--- src/rtl/mem_stage_sram_ctrl.sv ---
// Memory-stage controller: performs 32-bit loads/stores on a 16-bit asynchronous SRAM
// as two half-word accesses, holding the pipeline (ready=0) while an access is in flight.
module mem_stage_sram_ctrl #(
  parameter int unsigned WAIT_CYCLES = 2,
  parameter logic [31:0] BASE_ADDR   = 32'd1024
) (
  input  logic        clk,
  input  logic        rst,
  input  logic        mem_r_en,
  input  logic        mem_w_en,
  input  logic [31:0] alu_result,
  input  logic [31:0] st_val,
  output logic        ready,
  output logic [31:0] read_data,
  output logic [17:0] sram_addr,
  output logic [15:0] sram_dq_out,
  output logic        sram_dq_oe,
  input  logic [15:0] sram_dq_in,
  output logic        sram_we_n,
  output logic        sram_oe_n,
  output logic        sram_ce_n,
  output logic        sram_ub_n,
  output logic        sram_lb_n
);

  localparam int unsigned CntW = (WAIT_CYCLES > 2) ? $clog2(WAIT_CYCLES) : 1;
  localparam logic [CntW-1:0] CntLast = CntW'(WAIT_CYCLES - 1);

  typedef enum logic [1:0] {StIdle, StLow, StHigh, StDone} state_e;

  state_e          state_q, state_d;
  logic [CntW-1:0] cnt_q, cnt_d;
  logic            write_q, write_d;
  logic [16:0]     wa_q, wa_d;
  logic [31:0]     st_val_q, st_val_d;
  logic [31:0]     read_data_q, read_data_d;
  logic [17:0]     addr_hold_q;

  logic        req;
  logic        last;
  logic [18:0] offset;
  logic [16:0] wa_in;
  logic        unused_offset_bits;

  // Only bits [18:2] of the rebased address matter; higher bits wrap silently.
  assign offset             = alu_result[18:0] - BASE_ADDR[18:0];
  assign wa_in              = offset[18:2];
  assign unused_offset_bits = ^{offset[1:0], alu_result[31:19]};

  assign req  = mem_r_en | mem_w_en;
  assign last = (cnt_q == CntLast);

  assign ready     = ~(req & (state_q != StDone));
  assign read_data = read_data_q;
  assign sram_ce_n = 1'b0;
  assign sram_ub_n = 1'b0;
  assign sram_lb_n = 1'b0;

  always_comb begin
    state_d     = state_q;
    cnt_d       = cnt_q;
    write_d     = write_q;
    wa_d        = wa_q;
    st_val_d    = st_val_q;
    read_data_d = read_data_q;
    unique case (state_q)
      StIdle: begin
        cnt_d = '0;
        if (req) begin
          write_d  = mem_w_en;
          wa_d     = wa_in;
          st_val_d = st_val;
          state_d  = StLow;
        end
      end
      StLow: begin
        if (last) begin
          cnt_d   = '0;
          state_d = StHigh;
          if (!write_q) read_data_d[15:0] = sram_dq_in;
        end else begin
          cnt_d = cnt_q + 1'b1;
        end
      end
      StHigh: begin
        if (last) begin
          cnt_d   = '0;
          state_d = StDone;
          if (!write_q) read_data_d[31:16] = sram_dq_in;
        end else begin
          cnt_d = cnt_q + 1'b1;
        end
      end
      StDone: begin
        state_d = StIdle;
      end
      default: state_d = StIdle;
    endcase
  end

  // Bus outputs decode straight from state so reset releases them asynchronously.
  always_comb begin
    sram_addr   = addr_hold_q;
    sram_dq_out = 16'h0000;
    sram_dq_oe  = 1'b0;
    sram_we_n   = 1'b1;
    sram_oe_n   = 1'b1;
    if (state_q == StLow || state_q == StHigh) begin
      sram_addr = {wa_q, (state_q == StHigh)};
      if (write_q) begin
        sram_dq_oe  = 1'b1;
        sram_dq_out = (state_q == StHigh) ? st_val_q[31:16] : st_val_q[15:0];
        sram_we_n   = last;
      end else begin
        sram_oe_n = 1'b0;
      end
    end
  end

  always_ff @(posedge clk or posedge rst) begin
    if (rst) begin
      state_q     <= StIdle;
      cnt_q       <= '0;
      write_q     <= 1'b0;
      wa_q        <= '0;
      st_val_q    <= '0;
      read_data_q <= '0;
      addr_hold_q <= '0;
    end else begin
      state_q     <= state_d;
      cnt_q       <= cnt_d;
      write_q     <= write_d;
      wa_q        <= wa_d;
      st_val_q    <= st_val_d;
      read_data_q <= read_data_d;
      addr_hold_q <= sram_addr;
    end
  end

endmodule

--- config.mk ---
export PLATFORM = sky130hd
export DESIGN_NAME = mem_stage_sram_ctrl
export DESIGN_NICKNAME = d
export VERILOG_FILES = /design/src/rtl/mem_stage_sram_ctrl.sv
export SDC_FILE = /design/constraint.sdc
export NUM_CORES = 1
export LEC_CHECK = 0
export ABC_AREA = 1
export BUFFER_PORTS_ARGS = -buffer_cell sky130_fd_sc_hd__buf_4
export CORE_MARGIN = 4
export CORE_UTILIZATION = 50
export DETAILED_ROUTE_END_ITERATION = 7
export PLACE_DENSITY = 0.82
export SYNTH_ARGS = -nofsm -noshare
export SYNTH_HDL_FRONTEND = slang
export SYNTH_SLANG_ARGS = --single-unit
--- constraint.sdc ---
create_clock -name clk -period 4 [get_ports clk]
set_input_delay 0.8 -clock clk [delete_from_list [all_inputs] [get_ports clk]]
set_output_delay 0.8 -clock clk [all_outputs]
set_load 0.02 [all_outputs]
# --- After elaboration in Yosys (flattened, before gate mapping) ---
# Index checks and enable logic that the tools add are counted.
totals:
  reg_bits: 103
  output_inout_bits: 73
classes:
  n_addsub: 2
  eq_ne: 7
  bitwise: 4
  muxes: 15
  n_reduce_logical: 8
op_table:
  columns: ["op", "n"]
  rows:
  - ["$mux 16", 3]
  - ["$sub 19x11->19 const B", 1]
  - ["$mux 18", 1]
  - ["$reduce_and 3->1", 3]
  - ["$ne 2x2->1 const B", 4]
  - ["$pmux 2 s4", 1]
  - ["$mux 1", 6]
  - ["$mux 2", 3]
  - ["$eq 2x2->1 const B", 2]
  - ["$eq 2x1->1 const B", 1]
  - ["$logic_not 2->1", 1]
  - ["$not 1->1", 2]
  - ["$pmux 1 s2", 1]
  - ["$reduce_and 2->1", 1]
  - ["$reduce_bool 2->1", 1]
  - ["$reduce_or 2->1", 1]
  - ["$add 1x1->1 const B", 1]
  - ["$and 1x1->1", 1]
  - ["$logic_or 1x1->1", 1]
  - ["$or 1x1->1", 1]

# --- Logic depth before layout (Yosys ltp) ---
logic_depth:
  depth_word: 4
  mapped_depth: 9
  depth_no_buf: 7

# --- Least setup slack after synthesis ---
# Ideal clock, no wire load.
synth_path:
  path_type: "register to output"
  from: "register state_q[0]"
  to: "output port sram_addr[12]"
  t_required_ns: 3.200
  arrival_ns: 1.659
  slack_ns: 1.541
  path_stages_with_launch: 7
  path_cell_list: "dfrtp_1 > inv_1 > ha_1 > buf_2 > inv_1 > buf_2 > o21ai_0"
synth_between:
  elab_chain_len: 3
  word_cells_on_any_way: 4
  cone_classes: "eq/ne: 2; mux: 1; reduce/logical: 1"
synth_rtl:
  columns: ["item", "line", "source"]
  rows:
  - ["start, declared", "31", "state_e state_q, state_d;"]
  - ["start signal, assigned", "122", "state_q <= StIdle;"]
  - ["start signal, assigned", "130", "state_q <= state_d;"]
  - ["$eq 2x1->1 / $eq 2x2->1 (equally long branches)", "108", "if (state_q == StLow || state_q == StHigh) begin"]
  - ["$logic_or 1x1->1 *", "108", null]
  - ["$mux 18 *", "108", null]
  - ["end, declared", "15", "output logic [17:0] sram_addr,"]
# Every way passes the cells marked *; elsewhere a longest branch is shown, timed or not.

# --- Worst setup path after layout ---
layout_path:
  from: "register state_q[0]"
  to: "output port sram_dq_out[4]"
layout_between:
  elab_chain_len: 4
  word_cells_on_any_way: 6
  cone_classes: "eq/ne: 2; mux: 3; reduce/logical: 1"
layout_rtl:
  columns: ["item", "line", "source"]
  rows:
  - ["$eq 2x2->1", "108, 112", null]
  - ["$mux 16", "112", "sram_dq_out = (state_q == StHigh) ? st_val_q[31:16] : st_val_q[15:0];"]
  - ["$mux 16", "110", "if (write_q) begin"]
  - ["$mux 16 *", "108", null]
  - ["end, declared", "16", "output logic [15:0] sram_dq_out,"]
# Marked as above.

==> metrics <==
status=complete, no violations; Fin Clk Skew=about 0.013 ns; TritonCTS clock tree=built; initial antenna violation count=0; cell breakdown of the critical path=inv_1 -> ha_1 -> nand2_1 -> nor3_1 -> buf_4; Routability Congestion=0.827; worst vdd ir=around 0.6 mV; Ant. Diodes=0; # setup viols final=0; Synth area leaders=dfrtp_1, nand2_1, o21ai_0; max-cap viol count=0; slowest stage delay, CP=0.77 ns; Slowest-stage cell, CP=ha_1; CP Data Required Time=3.20 ns; I/O Buffers=138; Final Hold Viols=0; synth warn=0; post-synth top area cell=dfrtp_1; minimum clock period=3.64 ns; CTS buffer count=9; vias=3753; Power Density=between 900 and 1000 mW/mm2; Die X=slightly above 100 um; Layout area overhead=29.1%; Max Transition Viols Final=0; Yosys reg bits=between 100 and 150; hpwl dp=~7300 um; nets=750; Remaining DRCs=0; die outline height=~100 um; leakage power=~0.0032 uW; Post-Syn Area=0.00441 mm2; drt pass-1 iters=4; Remaining Overflow, GRT=0; Worst Hold Class=flip-flop to flip-flop; io pins=between 150 and 200; initial DRC count=140; RSZ-0062 raised after global routing=false; CP Capture Type=primary output; Max-slew headroom=between 20% and 30%; CP arrival=between 2 and 3 ns; H-Tree Level Count=3; sequential area share after synthesis=58.5%; synth unique cells=23; largest net degree at the start of global routing=91; CTS Root Cell=clkbuf_8; initial core utilization=52.6%; vias in the first global route=3733; share of cells above drive strength 1=24.7%; Util after Layout=between 60% and 70%; Buf/Inv on CP=2; core box area=0.00838 mm2; Setup Fix Bufs, Post-CTS=0; WS Path Type=flip-flop to primary output; DR WL/cell=13.7 um; post-route ant nets=0; fillcell total=707; final setup TNS=0 ns; Max clock buf depth=2; row count=33; Final Cycle Share=90.9%; die area=between 0.01 and 0.015 mm2; post-synth top area share=58.5%; vias per cell=4.87; # clock sinks=a little over 100; Avg Cell Area, Syn=8.27 um2; worst-margin pin slew=1.08 ns; post_cts resized=0; CTS Hold Bufs=0; Crit path max-delay family=simple AND/OR/NAND/NOR gates; Startpoint Class=flip-flop; total chip power=~5300 uW; global-route wire length before repair=17200 um; Crit Path Max Fanout=20; all-layer global routing usage=20.9%; worst-skew pair later-pin latency=0.36 ns; FMAX=275 MHz; DRT Wirelength=approximately 11000 um; synthesized instance count=between 500 and 600; clk slew on worst S/H paths=0.10 ns
-- stage by stage --
stage	instance area (um2)	hold slack, ns	cells	setup slack [ns]
floorplan	4420	0.442	535	0.496
global placement	5460	0.453	754	0.839
detailed placement	5460	0.459	754	0.741
CTS	5690	0.484	770	0.335
global route	5690	0.490	770	0.155
finish	5690	0.478	770	0.363
-- layout make-up --
class	instances	area [um2]	share of cell area, %
timing repair buffer	141	1060	18.6
multi-input combinational	365	1540	27.0
inverter	40	153	2.68
tap	105	131	2.31
sequential	103	2580	45.3
clock buffer	11	151	2.66
clock inverter	5	86.3	1.52
-- cell families after synthesis --
logic type / Yosys count / share of synthesized area [%]
and+or+nand+nor: 307 / 27.2
other: 1 / 0.0850
AOI/OAI and AO/OA: 49 / 5.68
DFF: 103 / 58.5
buffers and inverters: 67 / 6.90
adders and majority gates: 6 / 1.70
-- layout by cell type (no fill, tap or decap) --
cell,netlist,layout
nor2_4,1,1
o21bai_1,1,1
nor2_2,1,1
dfrtp_1,103,103
clkinv_4,0,1
nand3_1,10,10
inv_1,37,36
a21oi_1,1,1
a31oi_1,2,2
conb_1,1,3
inv_4,0,1
o21ai_0,43,43
o21ai_1,2,2
nand4_1,1,1
inv_2,3,3
or2_2,1,1
clkbuf_8,0,11
buf_4,4,141
nand2_1,237,237
inv_6,0,2
bufinv_16,0,2
nor2_1,41,41
nor3_1,15,15
ha_1,6,6
-- cell usage after synthesis --
master,count
nand2_1,237
dfrtp_1,103
o21ai_0,43
nor2_1,41
inv_1,37
buf_2,18
nor3_1,15
nand3_1,10
ha_1,6
buf_4,4
inv_2,3
a31oi_1,2
buf_6,2
clkbuf_1,2
o21ai_1,2
a21oi_1,1
buf_1,1
conb_1,1
nand4_1,1
nor2_2,1
nor2_4,1
o21bai_1,1
or2_2,1
-- worst paths after layout --
| kind | slack, ns | startpoint | to | cells after the start |
|---|---|---|---|---|
| worst max-delay path | 0.36 | state_q[0] | sram_dq_out[4] | 5 |
| worst min-delay path | 0.48 | wa_q[5] | wa_q[5] | 2 |
| worst max register to register | 1.75 | state_q[0] | read_data[28] | 4 |
| worst min register to register | 0.48 | wa_q[5] | wa_q[5] | 2 |
| max in group asynchronous | 2.47 | rst | addr_hold_q[14] | 3 |
| min in group asynchronous | 0.71 | rst | read_data[30] | 2 |
-- worst reg2reg max path, cell delays in order, from the launching register on --
cell     delay [ns]
dfrtp_1        0.42
inv_1          0.12
ha_1           0.32
nand3_1        0.78
o21ai_0        0.50
-- layer usage --
layer	wire, um	part of all wire (%)	up-vias	track usage (%)
met5	0	0	-	0
met2	5250	50	101	36.2
met1	4430	42	1755	26.2
met3	659	6.3	16	4.44
met4	180	1.7	0	6.76
li1	-	-	1881	-
-- state kept, by name, indices dropped and copies added (netlist names) --
name / flops
wa_q: 17
addr_hold_q: 18
read_data: 32
st_val_q: 32
cnt_q: 1
write_q: 1
state_q: 2
-- where the power goes --
group / internal, uW / switching (uW)
clock network: 392 / 349
logic: 1010 / 1740
registers: 1560 / 256
total: 2960 / 2340
Note: power is estimated with default switching activity, not from simulation.
